`src/rtl/clock_set_controller_pkg.sv`:
```
// Shared definitions for the desk clock time-setting front-end: FSM state
// encodings, default timing parameters and a helper that classifies the two
// debounced button levels.
package clock_set_controller_pkg;

   // Time-setting FSM states.
   typedef enum logic [1:0] {
      ST_IDLE   = 2'd0,
      ST_HOLD   = 2'd1,
      ST_REPEAT = 2'd2,
      ST_BOTH   = 2'd3
   } set_state_e;

   // How many of the two debounced levels are high.
   typedef enum logic [1:0] {
      MIX_NONE   = 2'd0,
      MIX_SINGLE = 2'd1,
      MIX_BOTH   = 2'd2
   } btn_mix_e;

   localparam int DEFAULT_DEBOUNCE_SAMPLES = 4;
   localparam int DEFAULT_HOLD_TICKS       = 8;

   // Collapse the two debounced levels into none / single / both.
   function automatic btn_mix_e classify_levels(input logic hours, input logic minutes);
      case ({hours, minutes})
         2'b00:   return MIX_NONE;
         2'b11:   return MIX_BOTH;
         default: return MIX_SINGLE;
      endcase
   endfunction

endpackage : clock_set_controller_pkg

```
`src/rtl/clock_set_controller_button_debounce.sv`:
```
// One push-button conditioner: a 2-flop synchronizer followed by a sample
// counter that only changes the debounced level after SAMPLES consecutive
// debounce ticks disagree with it.
module button_debounce #(
   parameter int SAMPLES = 4
) (
   input  logic i_clk,
   input  logic i_reset,
   input  logic i_sample_stb,
   input  logic i_btn_raw,
   output logic o_level
);

   localparam int CNT_W = $clog2(SAMPLES + 1);

   if (SAMPLES < 1) begin : g_bad_samples
      $error("button_debounce: SAMPLES must be >= 1");
   end

   // sync_q[0] is the metastability catcher, sync_q[1] the synchronized value.
   logic [1:0]       sync_q, sync_d;
   logic             level_q, level_d;
   logic [CNT_W-1:0] cnt_q, cnt_d;
   logic [CNT_W:0]   cnt_inc;

   // One extra bit so the compare against SAMPLES can never wrap.
   assign cnt_inc = {1'b0, cnt_q} + (CNT_W + 1)'(1);

   // Next-state logic for the synchronizer, the sample counter and the level.
   always_comb begin
      // NOTE: every variable gets a default before any branch; a path that
      // leaves one unassigned would infer a latch.
      sync_d  = {sync_q[0], i_btn_raw};
      level_d = level_q;
      cnt_d   = cnt_q;
      if (i_sample_stb) begin
         if (sync_q[1] == level_q) begin
            cnt_d = '0;
         end else if (cnt_inc == (CNT_W + 1)'(SAMPLES)) begin
            level_d = ~level_q;
            cnt_d   = '0;
         end else begin
            cnt_d = cnt_inc[CNT_W-1:0];
         end
      end
   end

   // Register all debounce state; synchronous reset clears everything.
   always_ff @(posedge i_clk) begin
      // NOTE: non-blocking assignments here so every flop samples the values
      // from before the edge, independent of statement order.
      if (i_reset) begin
         sync_q  <= '0;
         level_q <= 1'b0;
         cnt_q   <= '0;
      end else begin
         sync_q  <= sync_d;
         level_q <= level_d;
         cnt_q   <= cnt_d;
      end
   end

   assign o_level = level_q;

endmodule : button_debounce

```
`src/rtl/clock_set_controller.sv`:
```
// Time-setting front-end for the desk clock. Debounces the hours and minutes
// buttons, then turns the levels into single-cycle increment strobes: one on
// press, then auto-repeat after HOLD_TICKS repeat ticks. Both buttons together
// give both levels and no strobe (seconds clear) until both are released.
// Repeat ticks are assumed to be at least two cycles apart, as a ~4 Hz tick is.
module clock_set_controller
   import clock_set_controller_pkg::*;
#(
   parameter int DEBOUNCE_SAMPLES = DEFAULT_DEBOUNCE_SAMPLES,
   parameter int HOLD_TICKS       = DEFAULT_HOLD_TICKS
) (
   input  logic i_clk,
   input  logic i_reset,
   input  logic i_debounce_stb,
   input  logic i_repeat_stb,
   input  logic i_btn_hours,
   input  logic i_btn_minutes,
   output logic o_set_hours,
   output logic o_set_minutes,
   output logic o_set_stb
);

   localparam int HOLD_W = $clog2(HOLD_TICKS + 1);

   if (HOLD_TICKS < 1) begin : g_bad_hold_ticks
      $error("clock_set_controller: HOLD_TICKS must be >= 1");
   end

   logic set_hours;
   logic set_minutes;

   button_debounce #(
      .SAMPLES (DEBOUNCE_SAMPLES)
   ) u_debounce_hours (
      .i_clk        (i_clk),
      .i_reset      (i_reset),
      .i_sample_stb (i_debounce_stb),
      .i_btn_raw    (i_btn_hours),
      .o_level      (set_hours)
   );

   button_debounce #(
      .SAMPLES (DEBOUNCE_SAMPLES)
   ) u_debounce_minutes (
      .i_clk        (i_clk),
      .i_reset      (i_reset),
      .i_sample_stb (i_debounce_stb),
      .i_btn_raw    (i_btn_minutes),
      .o_level      (set_minutes)
   );

   set_state_e        state_q, state_d;
   logic [HOLD_W-1:0] hold_cnt_q, hold_cnt_d;
   logic [HOLD_W:0]   hold_inc;
   logic              hold_done;
   logic              stb_q, stb_d;
   btn_mix_e          mix;

   assign mix       = classify_levels(set_hours, set_minutes);
   assign hold_inc  = {1'b0, hold_cnt_q} + (HOLD_W + 1)'(1);
   // This repeat tick is the one that completes the hold period.
   assign hold_done = i_repeat_stb && (hold_inc >= (HOLD_W + 1)'(HOLD_TICKS));

   // State register plus hold counter and strobe flop; reset aborts any hold.
   always_ff @(posedge i_clk) begin
      if (i_reset) begin
         state_q    <= ST_IDLE;
         hold_cnt_q <= '0;
         stb_q      <= 1'b0;
      end else begin
         state_q    <= state_d;
         hold_cnt_q <= hold_cnt_d;
         stb_q      <= stb_d;
      end
   end

   // Next-state logic: a release always wins, any both-high cycle goes to BOTH.
   always_comb begin
      state_d = state_q;
      unique case (state_q)
         ST_IDLE: begin
            if (mix == MIX_BOTH) begin
               state_d = ST_BOTH;
            end else if (mix == MIX_SINGLE) begin
               state_d = ST_HOLD;
            end
         end
         ST_HOLD: begin
            if (mix == MIX_NONE) begin
               state_d = ST_IDLE;
            end else if (mix == MIX_BOTH) begin
               state_d = ST_BOTH;
            end else if (hold_done) begin
               state_d = ST_REPEAT;
            end
         end
         ST_REPEAT: begin
            if (mix == MIX_NONE) begin
               state_d = ST_IDLE;
            end else if (mix == MIX_BOTH) begin
               state_d = ST_BOTH;
            end
         end
         ST_BOTH: begin
            // Dropping to one button must not restart a hold after a seconds clear.
            if (mix == MIX_NONE) begin
               state_d = ST_IDLE;
            end
         end
      endcase
   end

   // Output logic: strobe request (registered one cycle later) and hold counter.
   always_comb begin
      stb_d      = 1'b0;
      hold_cnt_d = hold_cnt_q;
      unique case (state_q)
         ST_IDLE: begin
            // A repeat tick seen here is deliberately not counted.
            hold_cnt_d = '0;
            if (mix == MIX_SINGLE) begin
               stb_d = 1'b1;
            end
         end
         ST_HOLD: begin
            if (mix != MIX_SINGLE) begin
               hold_cnt_d = '0;
            end else if (hold_done) begin
               stb_d      = 1'b1;
               hold_cnt_d = HOLD_W'(HOLD_TICKS);
            end else if (i_repeat_stb) begin
               hold_cnt_d = hold_inc[HOLD_W-1:0];
            end
         end
         ST_REPEAT: begin
            if (mix != MIX_SINGLE) begin
               hold_cnt_d = '0;
            end else if (i_repeat_stb) begin
               stb_d = 1'b1;
            end
         end
         ST_BOTH: begin
            hold_cnt_d = '0;
         end
      endcase
   end

   assign o_set_hours   = set_hours;
   assign o_set_minutes = set_minutes;
   assign o_set_stb     = stb_q;

endmodule : clock_set_controller
```
`config.mk`:
```
export PLATFORM = sky130hd
export DESIGN_NAME = clock_set_controller
export DESIGN_NICKNAME = d
export VERILOG_FILES = /design/src/rtl/clock_set_controller_pkg.sv /design/src/rtl/clock_set_controller_button_debounce.sv /design/src/rtl/clock_set_controller.sv
export SDC_FILE = /design/constraint.sdc
export NUM_CORES = 1
export LEC_CHECK = 0
export ABC_AREA = 1
export CAP_MARGIN = 20
export CORE_ASPECT_RATIO = 1.4
export CORE_MARGIN = 1.5
export CORE_UTILIZATION = 35
export DETAILED_ROUTE_END_ITERATION = 10
export HOLD_SLACK_MARGIN = 0.02
export PLACE_DENSITY = 0.56
export SYNTH_ARGS = -nofsm -noshare
export SYNTH_HDL_FRONTEND = slang
export SYNTH_SLANG_ARGS = --single-unit
export TNS_END_PERCENT = 20
```
`constraint.sdc`:
```
create_clock -name i_clk -period 3.4 [get_ports i_clk]
set_clock_uncertainty 0.05 [all_clocks]
set_input_delay 0.51 -clock i_clk [delete_from_list [all_inputs] [get_ports i_clk]]
set_output_delay 0.51 -clock i_clk [all_outputs]
set_load 0.02 [all_outputs]
```
Yosys cells after proc, flatten, opt, wreduce, memory -nomap -nowiden
Index checks and enable logic that the tools add are counted.

Add/sub/neg operators: 3. Order comparisons: 1. Equal/unequal tests: 17. Mux-type cells: 25. Bitwise logic cells: 4. Reductions and logical operators: 9.

Operator list (count): $mux W2 (8); $mux W4 (4); $mux W3 (4); $pmux W4 S3 (1); $add A3 B1 Y4 const B (2); $eq A2 B2 Y1 const B (4); $eq A4 B3 Y1 const B (2); $ne A4 B4 Y1 const B (2); $pmux W2 S4 (1); $logic_not A2 Y1 (3); $ne A3 B3 Y1 const B (2); $reduce_and A3 Y1 (2); $add A4 B1 Y5 const B (1); $ge A5 B4 Y1 const B (1); $mux W1 (5); $eq A2 B1 Y1 const B (2); $ne A2 B2 Y1 const B (2); $not A1 Y1 (4); $pmux W2 S2 (1); $reduce_and A4 Y1 (1); $pmux W1 S3 (1); $eq A1 B1 Y1 (2); $ne A2 B1 Y1 const B (1); $reduce_and A2 Y1 (1); 2 further kinds (2).

Flip-flop bits (word level): 19. Input port bits: 6. Output and inout port bits: 3. Word-level logic and storage cells: 68.

Depth between registers and ports, before layout
Gate-level depths: netlist of run 1.

Word-level depth: 7. Depth in mapped cells: 9. Mapped depth without buffers: 9.

Modules after synthesis
Synthesis of run 1 repeated with hierarchy kept, for this count alone.

Cells, all modules: 148. Area total of the unflattened synthesis: 1051.0 sq um.

Modules (own cells, without submodules): button_debounce (times used 2, cells an instance 41, area each 295.3 sq um, seq. area each 120.1 sq um); clock_set_controller (times used 1, cells an instance 66, area each 460.4 sq um, seq. area each 140.1 sq um).

Worst setup path after synthesis of run 1
Ideal clock, no wire load.

Path kind: register -> register. Start: register u_debounce_hours.level_q (netlist: u_debounce_hours.o_level). End: register hold_cnt_q[0]. Library setup time: 116 ps. Arrival time: 1408 ps. Data required time: 3234 ps. Setup slack: 1826 ps. Cell stages (with the launch flop): 9. Path buffers: 0. Period minus slack after synthesis: 1574 ps. Cell sequence: dfxtp_1 -> inv_1 -> ha_1 -> inv_1 -> nor2_4 -> nand2_2 -> nand2_2 -> o21ai_1 -> a21oi_1.

Word-level cells in the longest chain between the ends: 5. Elaborated cells between the ends (all ways): 9. Those cells by class: eq/ne (4); mux (3); reduce/logical (2).

Ends and longest elaborated chain: start: declaration (RTL line clock_set_controller_button_debounce.sv:22) `logic level_q, level_d;`; start signal: assignment (RTL line clock_set_controller_button_debounce.sv:58) `level_q <= level_d;`; $eq A2 B2 Y1 / $logic_not A2 Y1 (equally long branches) (RTL line clock_set_controller_pkg.sv:26) `case ({hours, minutes})`; $pmux W2 S2 * (RTL line clock_set_controller_pkg.sv:26); $ne A2 B1 Y1 * (RTL line clock_set_controller.sv:126, clock_set_controller.sv:136); $mux W4 (tied with other cells) (RTL line clock_set_controller.sv:126) `if (mix != MIX_SINGLE) begin`; $pmux W4 S3 / $reduce_and A2 Y1 (equally long branches); end signal: assignment (RTL line clock_set_controller.sv:72) `hold_cnt_q <= hold_cnt_d;`; end: declaration (RTL line clock_set_controller.sv:53) `logic [HOLD_W-1:0] hold_cnt_q, hold_cnt_d;`.

Every way passes the cells marked *; elsewhere a longest branch is shown, timed or not. A chain may end at the register's enable or synchronous reset.

Worst setup path in the final report of run 1
Start: register u_debounce_hours.level_q (netlist: u_debounce_hours.o_level). End: output o_set_hours.

RTL lines: end: declaration (RTL line clock_set_controller.sv:18) `output logic o_set_hours,`.

No word-level cell between the ends.

==> results of run 1 <==
[power breakdown]
part           total [uW]  switching [uW]  internal (uW)  leakage (uW)
combinational        41.6            25.7           15.9      0.000350
sequential            232            4.65            228      0.000154
clock                 152            69.1           83.0     0.0000228
total                 426            99.5            327      0.000527
[cells by family after synthesis]
| logic type | after synthesis |
|---|---|
| AOI/OAI and AO/OA | 27 |
| xor gates and xnor gates | 2 |
| adders and majority gates | 9 |
| buffers and inverters | 26 |
| DFF | 19 |
| and+or+nand+nor | 63 |
[metrics by stage]
stage	hold WS [ns]	instance area, sq um	util [%]
2_1_floorplan	0.3383	1069	-
3_3_place_gp	0.3410	1191	41.39
5_1_grt	0.3858	1236	42.96
3_5_place_dp	0.3522	1191	41.39
4_1_cts	0.3615	1236	42.96
6_report	0.3534	1236	42.96
[sequential cells by signal, indices dropped and copies added, names as in the netlist]
| name | flops |
|---|---|
| hold_cnt_q | 4 |
| u_debounce_hours.cnt_q | 3 |
| u_debounce_minutes.cnt_q | 3 |
| state_q | 2 |
| u_debounce_hours.sync_q | 2 |
| u_debounce_minutes.sync_q | 2 |
| o_set_stb | 1 |
| u_debounce_hours.o_level | 1 |
| u_debounce_minutes.o_level | 1 |
[metal layers]
metal / share of wire, % / global-route usage [%] / wire [um]
met3: 2.6 / 1.965 / 51
met4: 1.2 / 6.597 / 23
met1: 44 / 13.15 / 869
met2: 52 / 27.67 / 1032
met5: 0 / 0 / 0
[synthesized netlist by cell type (all sizes together)]
library cell / number
buf: 1
o211ai: 1
nand4: 1
a21oi: 17
ha: 9
nand3: 18
xor2: 2
o21ai: 8
nor3: 1
inv: 25
dfxtp: 19
nor2: 13
o21bai: 1
nand2: 30
[layout make-up]
type | count | area, sq um
multi-input combinational | 101 | 590.6
fill | 297 | 1642
tap | 37 | 46.29
inverter | 25 | 93.84
timing repair buffer | 8 | 80.08
clock buffer | 4 | 45.04
sequential | 19 | 380.4
[worst max-delay path by stage]
stage	startpoint	to	slack [ns]
after floorplan	u_debounce_hours.o_level	hold_cnt_q[0]	1.83
after detailed placement	i_reset	u_debounce_hours.cnt_q[0]	1.42
final	u_debounce_hours.o_level	o_set_hours	1.53
after global routing	u_debounce_hours.o_level	o_set_hours	1.47
after global placement	i_reset	u_debounce_hours.cnt_q[0]	1.49
after CTS	u_debounce_minutes.o_level	o_set_minutes	1.51
==> reports/metrics.yaml, run 1 <==
stdcell_count: 194
postCtsResizedCells: 0
insertion_delay_ns: 0.25
cts.htree.levels: 1
vias_per_cell: 4.794
die_w_um: 49.70
rsz0062_at_grt: "no"
cap_violations: 0
number_of_drc_violations_after_detailed_routing: 0
power_density_nw_per_um2: 344.8
die_height_um: 68.38
tritoncts: "built"
synthTopCellsByArea: "sky130_fd_sc_hd__dfxtp_1 (36%), sky130_fd_sc_hd__ha_1 (11%), sky130_fd_sc_hd__nand2_1 (8.8%)"
min_period_over_period_pct: 55.07
synth-xor-area-share_pct: 1.639
synthDominantCellAreaShare_pct: 35.60
clock-root-buffer: "sky130_fd_sc_hd__clkbuf_8"
critPathLaunchType: "flip-flop"
cts-root-to-sink-buffers: 2
crit_path_cell_trace: "clkdlybuf4s50_1"
mappedNetlistNets: 161
vias: 930
postSynthRegisterBits: 19
firstDrtPassIters: 4
run_status: "finished clean"
setup.worst_path.class: "reg -> out"
synth.area.mux_share_pct: 0
layout.cells.most_common: "sky130_fd_sc_hd__nand2_1"
clock_sink_count: 19
critical_path_depth: 1
report.final.setup_viol: 0
critical_path_required_ns: 2.84
fmax_mhz: 534.1
worst_setup_path_end_kind: "primary output"
yosysSeqAreaShare_pct: 35.60
cts_post_setup_buffers_inserted: 0
wirelength_um: 1977
cp_num_buf_inv: 1
r2r-start: "u_debounce_hours.o_level"
core_region_area_sq_um: 2878
synth_top_family_by_area: "simple AND/OR/NAND/NOR gates"
max_slew.worst_pin.slew_ns: 0.5347
synth_compound_area_share_pct: 14.52
final_count_of_hold_timing_violations: 0
ctsHoldBuffers: 0
post_synth_num_cell_types: 21
globalRouteTotalUtil_pct: 13.58
layout-area-overhead-vs-synth_pct: 15.69
worst_slew_margin_rel_pct: 64.24
min_delay_src: "u_debounce_minutes.sync_q[0]"
cts_made_buffers: 3
r2r_cells: 6
critPathArrivalTime_ns: 1.31
first_pass_grt_wire_length_um: 3574
post_synth_and_or_nand_nor_area_fraction_pct: 28.57
synth.largest_area_cell: "sky130_fd_sc_hd__dfxtp_1"
critPathMaxStageDelay_ns: 0.64
r2r_slack_ns: 1.73
final_layout_size_suffix_gt1_share_pct: 14.65
top_level_ports: 9
overflow: 0
first_global_vias: 925
peakVddDrop_mv: 0.2771
instance_count_along_the_most_critical_hold_path: 2
dp_worst_setup_slack_ns: 1.422
totalPowerFinal_uw: 426.3
power.leakage_uw: 0.0005270
layout.nets: 173
timing_max_transition_violations_final: 0
antenna_found_initial: 0
final_cell_mix: "sky130_fd_sc_hd__nand2_1 (25), sky130_fd_sc_hd__inv_1 (21), sky130_fd_sc_hd__dfxtp_1 (19)"
syn-cell-area_sq_um: 1069
placedCellCount: 190
place.detailed.hpwl_um: 1544
yosys.area_share.adder_pct: 10.54
drt.antenna.violating_nets: 0
critical_path.max_fanout: 5
crit-reg2reg-capture: "hold_cnt_q[1]"
antennaDiodeCount: 0
initial_utilization_pct: 37.13
path_delay_family: "buffers and inverters"
syn_avg_cell_area_sq_um: 7.319
final.setup.worst_slack_ns: 1.528
gpl.final_weighted_congestion: 0.7911
cts.clk_slew.worst_paths_ns: 0.07
cell_with_the_largest_stage_delay_on_the_worst_path: "sky130_fd_sc_hd__clkdlybuf4s50_1"
placementRows: 23
drt-wirelength-per-cell_um: 10.19
synth_warnings: 0
io_buffer_count: 8
grt_start_max_net_pins: 14
detailedRoute.firstIterationViolations: 23
hold_path_end: "u_debounce_minutes.sync_q[1]"
number_of_instances_in_the_synthesized_netlist: 146
layout_min_cycle_time_ns: 1.872
floorplan.die_area_sq_um: 3398
hold_path.class: "reg -> reg"
timing.setup.tns_ns: 0
Note: power is estimated with default switching activity, not from simulation.
==> inputs of run 2 (changes only) <==
==> constraint.sdc (replaced) <==
create_clock -name i_clk -period 1.82 [get_ports i_clk]
set_clock_uncertainty 0.05 [all_clocks]
set_input_delay 0.273 -clock i_clk [delete_from_list [all_inputs] [get_ports i_clk]]
set_output_delay 0.273 -clock i_clk [all_outputs]
set_load 0.02 [all_outputs]
==> run 2 against run 1 <==
Die area unchanged; global-route usage up 0.54 points; first-iteration DRC count down 17%; highest routed layer unchanged.
==> reports/metrics.yaml, run 2 (same netlist as run 1, synthesis figures left out) <==
run_status: "finished clean"  # unchanged
insertion_delay_ns: 0.25  # about the same
tritoncts: "built"  # unchanged
grt_start_max_net_pins: 13  # was 14
cap_violations: 0  # unchanged
cts_post_setup_buffers_inserted: 0  # unchanged
antenna_found_initial: 0  # unchanged
io_buffer_count: 8  # unchanged
min_period_over_period_pct: 90.01
dp_worst_setup_slack_ns: 0.2162  # was 1.422 ns
top_level_ports: 9  # unchanged
placedCellCount: 191  # was 190
critical_path.max_fanout: 5  # unchanged
layout.cell_area.non_filler_sq_um: 1244  # was 1236 sq um
core_region_area_sq_um: 2878  # unchanged
globalRouteTotalUtil_pct: 14.11  # was 13.58%
antennaDiodeCount: 0  # unchanged
drt.antenna.violating_nets: 0  # unchanged
overflow: 0  # unchanged
cts.clk_slew.worst_paths_ns: 0.07  # about the same
cell_with_the_largest_stage_delay_on_the_worst_path: "sky130_fd_sc_hd__clkdlybuf4s50_1"  # unchanged
placed_cell_area_sq_um: 1199  # was 1191 sq um
cts.htree.levels: 1  # unchanged
placementRows: 23  # unchanged
stdcell_count: 195  # was 194
critPathMaxStageDelay_ns: 0.64  # about the same
layout_min_cycle_time_ns: 1.638
die_height_um: 68.38  # unchanged
timing.setup.tns_ns: 0  # unchanged
critPathArrivalTime_ns: 1.32  # was 1.31 ns
vias: 946  # was 930
floorplan.die_area_sq_um: 3398  # unchanged
max_slew.worst_pin.slew_ns: 0.2482  # was 0.5347 ns
clock-root-buffer: "sky130_fd_sc_hd__clkbuf_8"  # unchanged
crit_path_cell_trace: "clkdlybuf4s50_1"  # unchanged
final_layout_size_suffix_gt1_share_pct: 15.19  # was 14.65%
power.leakage_uw: 0.0005318  # was 0.0005270 uW
critPathLaunchType: "flip-flop"  # unchanged
initial_utilization_pct: 37.13  # unchanged
final_count_of_hold_timing_violations: 0  # unchanged
largest_reg_flops: 4  # unchanged
top_regs: "hold_cnt_q (4), u_debounce_hours.cnt_q (3), u_debounce_minutes.cnt_q (3)"  # unchanged
postCtsResizedCells: 0  # unchanged
cts-root-to-sink-buffers: 2  # unchanged
report.final.setup_viol: 0  # unchanged
layout.nets: 174  # was 173
worst_setup_path_end_kind: "primary output"  # unchanged
largest_register: "hold_cnt_q"  # unchanged
layout-area-overhead-vs-synth_pct: 16.39  # was 15.69%
first_global_vias: 868  # was 925
clock_sink_count: 19  # unchanged
critical_path_required_ns: 1.50  # was 2.84 ns
cp_num_buf_inv: 1  # unchanged
drt-wirelength-per-cell_um: 11.05  # was 10.19 um
setup.worst_path.class: "reg -> out"  # unchanged
cts_made_buffers: 3  # unchanged
first_pass_grt_wire_length_um: 3594  # was 3574 um
die_w_um: 49.70  # unchanged
firstDrtPassIters: 6  # was 4
number_of_drc_violations_after_detailed_routing: 0  # unchanged
layout.cells.most_common: "sky130_fd_sc_hd__nand2_1"  # unchanged
power_density_nw_per_um2: 651.6  # was 344.8 nW/um^2
path_delay_family: "buffers and inverters"  # unchanged
detailedRoute.firstIterationViolations: 19  # was 23
place.detailed.hpwl_um: 1652  # was 1544 um
rsz0062_at_grt: "no"  # unchanged
fmax_mhz: 610.5
gpl.final_weighted_congestion: 0.8311  # was 0.7911
worst_slew_margin_rel_pct: 83.45  # was 64.24%
final.setup.worst_slack_ns: 0.1819  # was 1.528 ns
final_cell_mix: "sky130_fd_sc_hd__nand2_1 (25), sky130_fd_sc_hd__inv_1 (21), sky130_fd_sc_hd__dfxtp_1 (19)"  # unchanged
vias_per_cell: 4.851  # was 4.794
timing_max_transition_violations_final: 0  # unchanged
peakVddDrop_mv: 0.4898  # was 0.2771 mV
hold_path.class: "reg -> reg"  # unchanged
ctsHoldBuffers: 0  # unchanged
wirelength_um: 2154  # was 1977 um
run 2: cell count changes in the layout (fill, tap and decap cells not counted):
cell,delta
sky130_fd_sc_hd__buf_4,+1
run 2: layer usage:
layer | up-vias | GRT usage [%] | share of wire [%]
met5 | - | 0 | 0
met4 | 0 | 6.944 | 1.8
met3 | 5 | 2.620 | 2.0
met2 | 14 | 26.67 | 52
met1 | 438 | 14.98 | 45
li1 | 489 | - | -
run 2: stage by stage:
step | hold slack (ns) | total power [uW] | util, %
final | 0.3629 | 810.5 | 43.22
after floorplan | 0.2854 | 495.3 | -
after CTS | 0.3708 | 822.7 | 43.22
after global placement | 0.3460 | 523.2 | 41.65
after detailed placement | 0.3591 | 524.8 | 41.65
after global routing | 0.3818 | 845.6 | 43.22
run 2: tightest hold or removal path: stages (launching register included):
cell	delay, ns
sky130_fd_sc_hd__dfxtp_1	0.30
sky130_fd_sc_hd__inv_1	0.05
sky130_fd_sc_hd__nor2_1	0.03
run 2: where the power goes:
| group | internal, uW | switching, uW | leakage [uW] |
|---|---|---|---|
| Combinational | 31.1 | 49.3 | 0.000355 |
| Clock | 156 | 140 | 0.0000228 |
| Sequential | 426 | 9.29 | 0.000154 |
| Total | 612 | 198 | 0.000532 |
run 2: area by class of cell:
type | instances | area (sq um)
fill | 317 | 1634
multi-input combinational | 101 | 590.6
sequential | 19 | 380.4
inverter | 25 | 93.84
timing repair buffer | 9 | 87.58
tap | 37 | 46.29
clock buffer | 4 | 45.04
run 2: final timing paths:
path | end | start | cells past startpoint | slack, ns
setup / recovery | o_set_hours | u_debounce_hours.o_level | 1 | 0.18
hold / removal | u_debounce_hours.sync_q[1] | u_debounce_hours.sync_q[0] | 2 | 0.36
setup reg to reg | hold_cnt_q[2] | u_debounce_hours.o_level | 8 | 0.19
hold reg to reg | u_debounce_hours.sync_q[1] | u_debounce_hours.sync_q[0] | 2 | 0.36
==> inputs of run 3 (changes only) <==
--- a/config.mk
+++ b/config.mk
@@ -13,6 +13,7 @@
 export DETAILED_ROUTE_END_ITERATION = 10
 export HOLD_SLACK_MARGIN = 0.02
 export PLACE_DENSITY = 0.56
+export SLEW_MARGIN = 20
 export SYNTH_ARGS = -nofsm -noshare
 export SYNTH_HDL_FRONTEND = slang
 export SYNTH_SLANG_ARGS = --single-unit
==> results of run 3 <==
The final DEF is identical to that of run 2; final timing and power are the same.
